**config.mk**
```make
export PLATFORM = sky130hd
export DESIGN_NAME = reg_dump_reader
export DESIGN_NICKNAME = d
export VERILOG_FILES = /design/src/rtl/reg_dump_reader.sv
export SDC_FILE = /design/constraint.sdc
export NUM_CORES = 1
export LEC_CHECK = 0
export CAP_MARGIN = 5
export CORE_UTILIZATION = 50
export DETAILED_ROUTE_END_ITERATION = 16
export GPL_ROUTABILITY_DRIVEN = 0
export PLACE_DENSITY = 0.81
export SLEW_MARGIN = 20
export SYNTH_ARGS = -nofsm -noshare
export SYNTH_HDL_FRONTEND = slang
export SYNTH_SLANG_ARGS = --single-unit
```
**constraint.sdc**
```tcl
create_clock -name clock -period 3.4 [get_ports clock]
set_input_delay 0.68 -clock clock [delete_from_list [all_inputs] [get_ports clock]]
set_output_delay 0.68 -clock clock [all_outputs]
set_load 0.1 [all_outputs]
```
**src/rtl/reg_dump_reader.sv**
```systemverilog
// reg_dump_reader: walks a circular range of register-file indices and
// presents each word, with its index, on a valid/ready stream. It keeps a
// running wrap-around sum of the words the consumer accepts.
module reg_dump_reader #(
  parameter int unsigned DATA_WIDTH = 32
) (
  input  logic                  clock,
  input  logic                  reset,
  input  logic                  start,
  input  logic [4:0]            first_reg,
  input  logic [4:0]            last_reg,
  output logic [4:0]            rf_addr,
  input  logic [DATA_WIDTH-1:0] rf_data,
  output logic                  out_valid,
  input  logic                  out_ready,
  output logic [4:0]            out_index,
  output logic [DATA_WIDTH-1:0] out_data,
  output logic                  busy,
  output logic                  done,
  output logic [DATA_WIDTH-1:0] checksum
);

  localparam int unsigned IDX_W = 5;

  typedef enum logic [1:0] {
    ST_IDLE,
    ST_LOAD,
    ST_SEND,
    ST_DONE
  } state_t;

  state_t           state;
  logic [IDX_W-1:0] index;
  logic [IDX_W-1:0] last_idx;

  // The register file is always addressed by the index being dumped.
  assign rf_addr = index;

  // Dump sequencer: captures the range, samples one word per LOAD, holds it
  // through SEND until accepted, and accumulates accepted words.
  always_ff @(posedge clock or posedge reset) begin
    if (reset) begin
      state     <= ST_IDLE;
      index     <= '0;
      last_idx  <= '0;
      out_valid <= 1'b0;
      out_index <= '0;
      out_data  <= '0;
      busy      <= 1'b0;
      done      <= 1'b0;
      checksum  <= '0;
    end else begin
      case (state)
        ST_IDLE: begin
          done <= 1'b0;
          if (start) begin
            index    <= first_reg;
            last_idx <= last_reg;
            checksum <= '0;
            busy     <= 1'b1;
            state    <= ST_LOAD;
          end
        end
        ST_LOAD: begin
          out_data  <= rf_data;
          out_index <= index;
          out_valid <= 1'b1;
          state     <= ST_SEND;
        end
        ST_SEND: begin
          if (out_ready) begin
            checksum  <= checksum + out_data;
            out_valid <= 1'b0;
            if (index == last_idx) begin
              busy  <= 1'b0;
              done  <= 1'b1;
              state <= ST_DONE;
            end else begin
              index <= index + IDX_W'(1);
              state <= ST_LOAD;
            end
          end
        end
        ST_DONE: begin
          done  <= 1'b0;
          state <= ST_IDLE;
        end
        default: begin
          state <= ST_IDLE;
        end
      endcase
    end
  end

endmodule
```
==> impl_results.md <==
* Status: finished clean
* Initial Util at between 50 and 60%
* Library cells used by synthesis at 55
* Crit path launch type: register
* Final Critical Period at 2850 ps
* Vias at about 4300
* Crit path kind: reg2reg
* Drt initial violations at 194
* # DRC at 0
* Vias in the first global route at about 4200
* CTS tree: built
* Longest Clk Path Bufs at 2
* Cell Area, Synth at roughly 5000 µm²
* Hold Buf Count CTS at 0
* HP Class: reg2reg
* Root buf cell: clkbuf_8
* Die height at between 100 and 150 µm
* Clk_lat worst skew at 360 ps
* Total Die Area at 10300 µm²
* Commonest non-fill, non-tap cell in the layout: dfrtp_1
* Routed wire per std cell at about 16 µm
* Setup Buffers After CTS at 0
* Final setup fails at 0
* Req. time, crit path at ~3600 ps
* CTS Buf Count at 9
* FMAX at about 350 MHz
* PortBufs at 122
* Syn avg cell area at 10.1 µm²
* Crit path DAT at ~3100 ps
* Finished Layout Cells at 750
* Sequential element share of the synthesized area at around 42%
* DR vias/cell at between 5 and 6
* First-pass iteration count of the detailed router at 5
* # resized after CTS at 0
* Final ANT Viol Nets at 0
* Wire length of the first global-routing pass at approximately 20000 µm
* Clock Skew at 10.2 ps
* Ys async rst share at 100%
* Main synth FF type: dfrtp_1
* Final Hold Violating Endpoints at 0
* Post-Route Setup TNS at 0 ps
* Antenna Cells at 0
* Post-synthesis register bit count at 84
* Combined area of the multi-input logic cells at about 2700 µm²
* Number of flops mapped to enable cells by yosys at 0
* Final worst path period share at between 80% and 90%
* Detailed Route WL at about 12000 µm
* Nets at around 700
* Core area at about 9400 µm²
* Clk sinks at 84
* Die X at between 100 and 150 µm
* Max FO, Critical Path at 4
* Yosys warnings at 0
* GR Overflow Total at 0
* Fraction of layout instances using a drive strength above 1 at 23.5%
* Number of fill cells in the layout at 769
* Gr usage total at around a quarter
* # rows at 35
* Critical path endpoint category: register
* Post-Place Cells at 734
* Initial antenna violation count at 0
* Max cap viols at 0
* Worst slew margin at approximately a third
* Synth-to-layout area growth at 29.5%
* RSZ-0062 raised after global routing: no
* Boundary Pins at between 100 and 150
* Register area at approximately 2100 µm²
* CTS clk-pin slew, worst paths at roughly 90 ps
* Worst slew pin tran at 1020 ps
* H-tree Lvls at 3
* Largest net degree at the start of global routing at between 40 and 50
* Syn nets at between 500 and 600
* Dpl hpwl at 9090 µm
* Gate Count Post-Synth at 490
* Commonest non-fill, non-tap cells in the layout: dfrtp_1, buf_4, clkdlybuf4s50_1, nand2_1, mux2_2
* Slew Viols, Final at 0
[synthesized netlist by cell type, types with 3 or more instances]
| master | instances | area, µm² |
|---|---|---|
| a21boi_0 | 3 | 22.5 |
| a21o_1 | 7 | 52.6 |
| a21oi_1 | 34 | 170 |
| a22o_1 | 4 | 35.0 |
| a31oi_1 | 4 | 25.0 |
| a32o_1 | 6 | 60.1 |
| and2_1 | 4 | 25.0 |
| and3_1 | 7 | 43.8 |
| clkbuf_1 | 11 | 41.3 |
| dfrtp_1 | 84 | 2100 |
| ha_1 | 35 | 438 |
| inv_1 | 19 | 71.3 |
| mux2_2 | 42 | 473 |
| mux2i_1 | 4 | 40.0 |
| nand2_1 | 44 | 165 |
| nand2b_1 | 8 | 50.1 |
| nand3_1 | 13 | 65.1 |
| nand4_1 | 4 | 25.0 |
| nor2_1 | 21 | 78.8 |
| nor2b_1 | 4 | 25.0 |
| nor3_1 | 4 | 20.0 |
| o211ai_1 | 5 | 37.5 |
| o21a_1 | 3 | 22.5 |
| o21ai_0 | 38 | 190 |
| o21ai_1 | 11 | 55.1 |
| o21bai_1 | 4 | 30.0 |
| o31ai_1 | 4 | 30.0 |
| or3_1 | 7 | 43.8 |
| xnor2_1 | 11 | 96.3 |
| xor2_1 | 16 | 140 |
[metal layers]
layer	track usage, %	vias to the layer above	part of all wire (%)	wire length, µm
met5	0	-	0	0
met4	9.36	0	2.0	247
met3	6.63	20	6.6	799
met2	41.4	140	48	5870
met1	31.5	2123	43	5250
li1	-	2052	-	-
[cell type report]
cell class | instances | area share [%]
Timing Repair Buffer | 127 | 16.9
Sequential cell | 84 | 32.8
Multi-Input combinational cell | 375 | 42.8
Clock inverter | 4 | 1.48
Tap cell | 129 | 2.52
Inverter | 19 | 1.13
Clock buffer | 12 | 2.42
[critical path, cell delays in order (launching register included)]
cell and delay (ps):
dfrtp_1 410, ha_1 220, inv_1 70, fa_1 200, nor2b_1 70, o31ai_1 430, a21boi_0 210, a311o_2 460
a41oi_2 300, o41ai_2 130, xnor2_1 160, o21ai_1 80
[per-stage QoR]
stage | cell area, µm² | setup slack [ps] | hold slack [ps] | utilization (%)
finish | 6420 | 551 | 504 | 68.1
global route | 6420 | 263 | 524 | 68.1
CTS | 6420 | 548 | 515 | 68.1
detailed placement | 6170 | 595 | 501 | 65.5
global placement | 6170 | 705 | 488 | 65.5
floorplan | 4960 | 205 | 476 | -
[flip-flops by register name (all words and copies together) (netlist names)]
register	flops
done	1
out_valid	1
out_index	5
state	2
busy	1
last_idx	5
checksum	32
rf_addr	5
out_data	32
[cell families (layout without fill, tap and decap cells)]
group / after synthesis / count (layout) / synth area share, %
multiplexers: 46 / 46 / 10.4
flip-flops: 84 / 84 / 42.4
AND/OR/NAND/NOR: 121 / 121 / 11.6
adder cells (fa/ha/maj): 36 / 36 / 9.24
XOR/XNOR: 27 / 27 / 4.77
AO/OA/AOI/OAI: 145 / 145 / 19.2
buffers and inverters: 31 / 162 / 2.35
[path summary, 6_finish.rpt]
check / startpoint / endpoint / depth (start not counted) / slack (ps)
worst min register to register: checksum[31]$_DFFE_PP0P_ / checksum[31]$_DFFE_PP0P_ / 1 / 500
worst min-delay path: checksum[31]$_DFFE_PP0P_ / checksum[31]$_DFFE_PP0P_ / 1 / 500
max in group asynchronous: reset / checksum[21]$_DFFE_PP0P_ / 3 / 1990
min in group asynchronous: reset / out_data[2]$_DFFE_PP0P_ / 2 / 720
worst max-delay path: out_data[0]$_DFFE_PP0P_ / checksum[30]$_DFFE_PP0P_ / 11 / 550
worst max register to register: out_data[0]$_DFFE_PP0P_ / checksum[30]$_DFFE_PP0P_ / 11 / 550
Power is left out: the tool's default activity adds up to more than one toggle a clock period on the data nets, which glitch-free logic cannot reach.
